==> src/rtl/serial_frame_tx.sv <==
// serial_frame_tx: sends start pattern, 8-bit length header and len payload bits MSB-first, then an idle gap.
module serial_frame_tx #(
    parameter int         START_LEN = 4,
    parameter logic [7:0] START_PAT = 8'b0000_1101,
    parameter int         MIN_GAP   = 2
) (
    input  logic       clk,
    input  logic       rst,
    input  logic       frame_valid,
    output logic       frame_ready,
    input  logic [7:0] len,
    input  logic       data_valid,
    output logic       data_ready,
    input  logic [7:0] data_in,
    output logic       ser_out,
    output logic       busy,
    output logic       done,
    output logic       underrun
);
    typedef enum logic [2:0] {IDLE, PRE, HDR, PAY, GAP} state_t;

    localparam logic [7:0] PAT_MSB  = START_PAT << (8 - START_LEN);
    localparam logic [7:0] PAT_REST = PAT_MSB << 1;
    localparam logic [7:0] PRE_CNT  = 8'(START_LEN - 1);
    localparam logic [7:0] GAP_CNT  = 8'(MIN_GAP - 1);

    state_t     state_q;
    logic [7:0] cnt_q, len_q, shift_q, hold_q;
    logic [5:0] bytes_left_q;
    logic       hold_full_q, ser_q, done_q, underrun_q;
    logic [8:0] len_up;
    logic [2:0] sent_lo;
    logic       last, boundary, take;

    assign len_up   = {1'b0, len} + 9'd7;
    assign last     = cnt_q == 8'd0;
    // payload bits already on the line (mod 8), counting the current one
    assign sent_lo  = len_q[2:0] - cnt_q[2:0];
    assign boundary = state_q == PAY && !last && sent_lo == 3'd0;
    assign take     = data_ready && data_valid;

    assign frame_ready = state_q == IDLE;
    assign busy        = state_q != IDLE;
    assign data_ready  = !hold_full_q && bytes_left_q != 6'd0 && (state_q inside {PRE, HDR, PAY});
    assign ser_out     = ser_q;
    assign done        = done_q;
    assign underrun    = underrun_q;

    always_ff @(posedge clk or negedge rst) begin
        if (!rst) begin
            state_q      <= IDLE;
            cnt_q        <= 8'd0;
            len_q        <= 8'd0;
            shift_q      <= 8'd0;
            hold_q       <= 8'd0;
            bytes_left_q <= 6'd0;
            hold_full_q  <= 1'b0;
            ser_q        <= 1'b0;
            done_q       <= 1'b0;
            underrun_q   <= 1'b0;
        end else begin
            done_q <= 1'b0;
            if (take) begin
                hold_q       <= data_in;
                hold_full_q  <= 1'b1;
                bytes_left_q <= bytes_left_q - 6'd1;
            end
            case (state_q)
                IDLE: if (frame_valid) begin
                    state_q      <= PRE;
                    len_q        <= len;
                    underrun_q   <= 1'b0;
                    hold_full_q  <= 1'b0;
                    bytes_left_q <= len_up[8:3];
                    cnt_q        <= PRE_CNT;
                    ser_q        <= PAT_MSB[7];
                    shift_q      <= PAT_REST;
                end
                PRE: if (last) begin
                    state_q <= HDR;
                    cnt_q   <= 8'd7;
                    ser_q   <= len_q[7];
                    shift_q <= {len_q[6:0], 1'b0};
                end else begin
                    cnt_q   <= cnt_q - 8'd1;
                    ser_q   <= shift_q[7];
                    shift_q <= {shift_q[6:0], 1'b0};
                end
                HDR, PAY: if (last && (state_q == PAY || len_q == 8'd0)) begin
                    state_q <= GAP;
                    cnt_q   <= GAP_CNT;
                    ser_q   <= 1'b0;
                    done_q  <= 1'b1;
                end else if (last || boundary) begin
                    if (hold_full_q) begin
                        state_q     <= PAY;
                        cnt_q       <= last ? len_q - 8'd1 : cnt_q - 8'd1;
                        ser_q       <= hold_q[7];
                        shift_q     <= {hold_q[6:0], 1'b0};
                        hold_full_q <= 1'b0;
                    end else begin
                        state_q    <= GAP;
                        cnt_q      <= GAP_CNT;
                        ser_q      <= 1'b0;
                        underrun_q <= 1'b1;
                    end
                end else begin
                    cnt_q   <= cnt_q - 8'd1;
                    ser_q   <= shift_q[7];
                    shift_q <= {shift_q[6:0], 1'b0};
                end
                GAP: begin
                    ser_q   <= 1'b0;
                    cnt_q   <= cnt_q - 8'd1;
                    state_q <= last ? IDLE : GAP;
                end
                default: state_q <= IDLE;
            endcase
        end
    end
endmodule

==> config.mk <==
export PLATFORM = sky130hd
export DESIGN_NAME = serial_frame_tx
export DESIGN_NICKNAME = d
export VERILOG_FILES = /design/src/rtl/serial_frame_tx.sv
export SDC_FILE = /design/constraint.sdc
export NUM_CORES = 1
export LEC_CHECK = 0
export ABC_AREA = 1
export CORE_ASPECT_RATIO = 1.4
export CORE_UTILIZATION = 58
export CTS_CLUSTER_DIAMETER = 80
export DETAILED_ROUTE_END_ITERATION = 10
export PLACE_DENSITY = 0.8
export SYNTH_ARGS = -nofsm -noshare
export SYNTH_HDL_FRONTEND = slang
export SYNTH_SLANG_ARGS = --single-unit
export TNS_END_PERCENT = 1
==> constraint.sdc <==
create_clock -name clk -period 2.3 [get_ports clk]
set_input_delay 0.46 -clock clk [delete_from_list [all_inputs] [get_ports clk]]
set_output_delay 0.46 -clock clk [all_outputs]
set_load 0.02 [all_outputs]
# Word-level counts from Yosys, hierarchy flattened

Index checks and enable logic that the tools add are counted.

Output and inout port bits: 6
ROM bits: 0
Latch bits: 0
Bits in writable memories: 0
Memories: 0
Logic and storage cells: 94
Flip-flop bits (word level): 45

$lt $le $gt $ge: 0
Multipliers: 0
Reduce and logical (&&, ||, !) cells: 26
Shift-type cells: 0
Muxes and demuxes: 42
Add/subtract/negate cells: 5
Bitwise operators: 0
Eq/ne operators: 11
Div/mod/pow operators: 0

Operator list:

| operator              | number |
|---|---|
| $mux W8               | 11 |
| $pmux W8 S4           | 1 |
| $pmux W8 S3           | 1 |
| $mux W3               | 6 |
| $mux W6               | 3 |
| $logic_not A8 Y1      | 2 |
| $mux W1               | 16 |
| $sub A8 B1 Y8 const B | 2 |
| $pmux W3 S4           | 1 |
| $ne A2 B2 Y1 const B  | 5 |
| $add A8 B3 Y9 const B | 1 |
| $reduce_bool A3 Y1    | 3 |
| $eq A3 B2 Y1 const B  | 2 |
| $logic_and A1 B1 Y1   | 6 |
| $logic_not A3 Y1      | 2 |
| $ne A3 B3 Y1 const B  | 2 |
| $reduce_bool A6 Y1    | 1 |
| $sub A6 B1 Y6 const B | 1 |
| $reduce_and A5 Y1     | 1 |
| $pmux W1 S2           | 2 |
| $pmux W1 S4           | 1 |
| $reduce_and A2 Y1     | 2 |
| $reduce_and A4 Y1     | 1 |
| $reduce_bool A4 Y1    | 1 |
| other kinds (8)       | 10 |

# Logic depth before layout (Yosys ltp)

Gate-level depths: netlist (run 1).

Depth after elaboration: 9
Mapped depth: 14

# Worst setup path before layout (run 1)

No wires, ideal clock.

Path type: reg-to-reg
From: reg cnt_q[0]
To: reg cnt_q[4]
Data arrival time: 1511 ps
Stages on the path, launching flop included: 14
Setup slack: 673 ps
Period minus slack after synthesis: 1627 ps
Setup time: 116 ps
Cells stage by stage: dfrtp_1 inv_1 ha_1 nand2_1 nor2_2 nand3_2 nand2_1 nand2_1 inv_2 nand2_2 nand2_1 nand2_1 nand2_1 nand2_1

Cells in the longest elaborated chain, start to end: 8

RTL lines:

| what                                                                  | line | source |
|---|---|---|
| start: declaration                                                    | 28   | `logic [7:0] cnt_q, len_q, shift_q, hold_q;` |
| start signal: assignment                                              | 85   | `cnt_q <= cnt_q - 8'd1;` |
| start signal: assignment                                              | 97   | `cnt_q <= last ? len_q - 8'd1 : cnt_q - 8'd1;` |
| start signal: assignment                                              | 108  | `cnt_q <= cnt_q - 8'd1;` |
| parallel branches: the longest is 7 deep, another holds $sub A8 B1 Y8 | n/a  |  |
| $pmux W8 S4 *                                                         | 68   | `case (state_q)` |

Every way passes the cells marked *.
A chain may end at the register's enable or synchronous reset.

# Final worst setup path (run 1)

From: reg state_q[2]
To: out busy

Cells in the longest elaborated chain, start to end: 1

RTL lines:

| what                     | line | source |
|---|---|---|
| start: declaration       | 27   | `state_t state_q;` |
| start signal: assignment | 115  | `state_q <= last ? IDLE : GAP;` |
| $reduce_bool A3 Y1       | 43   | `assign busy = state_q != IDLE;` |
| end: declaration         | 16   | `output logic busy,` |

No other way between the ends.

==> results of run 1 <==
-- metal layers --
metal	global-route usage [%]	share of wire [%]
met5	0	0
met2	56.4	52
met4	12.9	2.7
met3	3.29	3.6
met1	34.8	42
-- cells in the final DEF (no fill, tap or decap), types with 7 or more instances in the layout --
| cell type | instances |
|---|---|
| clkdlybuf4s50_1 | 22 |
| inv_1 | 47 |
| ha_1 | 7 |
| nand2_1 | 156 |
| xor2_1 | 11 |
| inv_2 | 11 |
| o21ai_0 | 26 |
| nor2_1 | 38 |
| nand3_1 | 34 |
| a21oi_1 | 13 |
| nor2_2 | 7 |
| buf_4 | 7 |
| dfrtp_1 | 44 |
-- worst paths after layout --
kind / slack (ns) / startpoint / end / depth (start not counted)
worst min-delay path: 0.22 / rst / cnt_q[5]$_DFFE_PN0P_ / 2
min in group clk: 0.49 / hold_q[2]$_DFFE_PN0N_ / hold_q[2]$_DFFE_PN0N_ / 2
worst max-delay path: 0.21 / state_q[2]$_DFFE_PN0P_ / busy / 3
max in group asynchronous: 1.68 / rst / hold_q[1]$_DFFE_PN0N_ / 2
worst min register to register: 0.49 / hold_q[2]$_DFFE_PN0N_ / hold_q[2]$_DFFE_PN0N_ / 2
worst max register to register: 0.33 / cnt_q[0]$_DFFE_PN0P_ / state_q[0]$_DFFE_PN0P_ / 11
-- cell families (layout without fill, tap and decap cells) --
family / Yosys count / count (layout)
AND/OR/NAND/NOR: 253 / 253
buffers and inverters: 66 / 98
flip-flops: 44 / 44
adder cells (fa/ha/maj): 7 / 7
XOR/XNOR: 14 / 14
AO/OA/AOI/OAI: 51 / 51
-- per-stage QoR --
stage | setup WS, ns | util (%) | total power [mW]
2_1_floorplan | 0.673 | - | 1.30
3_3_place_gp | 0.385 | 67.3 | 1.41
3_5_place_dp | 0.363 | 67.3 | 1.43
4_1_cts | 0.0288 | 69.5 | 2.02
5_1_grt | 0.133 | 69.6 | 2.12
6_report | 0.212 | 69.6 | 2.00
-- power by group through the flow --
| stage | Combinational, mW | Clock [mW] | Sequential [mW] |
|---|---|---|---|
| 3_5_place_dp | 0.448 | 0 | 0.985 |
| 2_1_floorplan | 0.325 | 0 | 0.972 |
| 4_1_cts | 0.451 | 0.602 | 0.969 |
| 5_1_grt | 0.516 | 0.625 | 0.983 |
| 3_3_place_gp | 0.432 | 0 | 0.979 |
| 6_report | 0.446 | 0.588 | 0.971 |
-- sequential cells by signal (all words and copies together) (netlist names) --
signal        count
hold_full_q       1
cnt_q             8
len_q             8
underrun          1
done              1
hold_q            8
state_q           3
bytes_left_q      6
shift_q           7
ser_out           1
-- synthesized netlist by cell type --
cell and count:
nand2_1 156, inv_1 47, dfrtp_1 44, nor2_1 38, nand3_1 34, o21ai_0 26
a21oi_1 13, inv_2 11, xor2_1 11, ha_1 7, nor2_2 7, o21ai_1 6
buf_2 4, nand3_2 4, nand4_1 4, o211ai_1 4, buf_4 3, nor2_4 3
xnor2_1 3, nand2_2 2, nand2_4 2, nand3b_1 2, a22oi_1 1, a31oi_1 1
buf_6 1, nand3_4 1
-- timing repair --
item | 4_1_cts | 5_1_grt
setup endpoints to repair | 0 | 2
gates resized for setup | 0 | 2
buffers inserted | 0 | 0
endpoints found under the hold margin | 0 | 0
-- area by class of cell --
cell class	instances	area (um2)	area share [%]
Sequential cell	44	1100	32.4
Clock buffer	6	72.6	2.14
Clock inverter	2	35.0	1.03
Tap cell	64	80.1	2.36
Timing Repair Buffer	32	303	8.91
Multi-Input combinational cell	325	1590	46.7
Inverter	58	218	6.41
-- critical path: cells and delay by family (launching register included) --
kind	cells	cell delay (ns)
buffers and inverters	2	0.72
DFF	1	0.47
and+or+nand+nor	1	0.14
==> results.md, run 1 <==
* Synth warn at 0
* Worst-Margin Slew at 0.564 ns
* TritonCTS clock tree: yes
* Reg clk slew, reported paths at 0.09 ns
* Setup skew after layout at 0.0116 ns
* Hold buffers post-CTS at 0
* Max H-tree Level at 2
* Top-area cell type share of the netlist area at 37.2%
* Leak Pwr at 1.77 nW
* Starting Density at 60.7%
* Largest family of logic cells by synthesized area: simple AND/OR/NAND/NOR gates
* Sequential fraction of the synthesis area at 37.2%
* Max IR drop VDD at 496 uV
* Startpoint type of the worst setup path: flop
* Final net count at 493
* Most area-hungry cell type in the Yosys netlist: dfrtp_1
* Synth Area in Simple Gates at 37.4%
* Setup Crit Path Kind: flop to output port
* Total number of vias at 2788
* Synth Area per Inst at 6.81 um2
* Root Driver: clkbuf_8
* Routed Antenna Nets at 0
* Crit Path Max Fanout at 5
* Post-synthesis compound-gate area fraction at 9.09%
* Worst Path Arrival at 1.63 ns
* Post-layout instance area at 3400 um2
* Setup TNS at 0 ns
* First-pass GRT wire length at 12.7 mm
* Die H at 86.5 um
* Power per Cell Area at 590 nW/um2
* Relative slew slack at 62.4%
* RSZ-0062 raised after global routing: no
* Switching Fraction at 30.0%
* # rows at 30
* Worst skew pair latency at 0.30 ns
* Placed cell area at 3280 um2
* # diodes at 0
* Cells after DPL at 523
* Mapped cell area at 2960 um2
* Total GRT Usage at 30.2%
* Post-synth net total at 462
* I/O Buffers at 25
* Maxcap violations at 0
* Grt ovf at 0
* Max Clock Freq at 0.479 GHz
* Int Power at 1.40 mW
* Max incr delay on CP at 0.63 ns
* Flop pwr share at 48.4%
* Post-Layout Cell Count at 531
* Synth Register Bits at 44
* I/O pin total at 26
* Residual DRC at 0
* Worst hold slack at 0.217 ns
* Max Slew Vio Count at 0
* DP HPWL at 5.71 mm
* Drt first pass iters at 4
* Status: completed
* Crit path max-delay cell type: clkdlybuf4s50_1
* Mux cell area share after synthesis at 0%
* Vias per inst at 5.25
* Die X-Extent at 62.4 um
* Synth area leaders: dfrtp_1 (37%), nand2_1 (20%), inv_1 (6.0%), nand3_1 (5.7%), nor2_1 (4.8%)
* Xor/xnor share of the synthesized area at 4.14%
* Largest net degree at the start of global routing at 45
* Post-synthesis cell count at 435
* Area grow syn2layout at 14.8%
* Core footprint at 4880 um2
* Setup violations, final at 0
* Crit path cell chain: inv_2 > nand2_1 > clkdlybuf4s50_1
* Post-synthesis cell type count at 26
* DIE AREA at 5400 um2
* Share of layout cells above drive strength 1 at 9.64%
* Switch Pwr at 0.602 mW
* Sink Count at 44
* Starting DRC count in detailed routing at 202
* Worst min-delay path class: input port to async pin
* Inserted Clock Buffers at 5
* Post-Synth Adder-Cell Area at 2.96%
* Initial antenna violation count at 0
* Combinational power share at 22.3%
* Total wire length at 7.33 mm
* DR WL/cell at 13.8 um
* Clock power share at 29.3%
* Period utilization at 90.8%
* Fin. Hold Viols at 0
* CTS max path bufs at 2
* Global placer's final weighted congestion at 1.03
* CP Capture Type: output port
* Layout fillers at 437
* Number of global-route vias before repair at 2798
* WP data required at 1.84 ns
* Minimum clock period at 2.09 ns
Note: power is estimated with default switching activity, not from simulation.
==> inputs of run 2 (changes only) <==
Settings changed: SLEW_MARGIN from default to 0.
==> results of run 2 <==
Same layout as run 1: the final DEF is identical, and so are final timing and power.
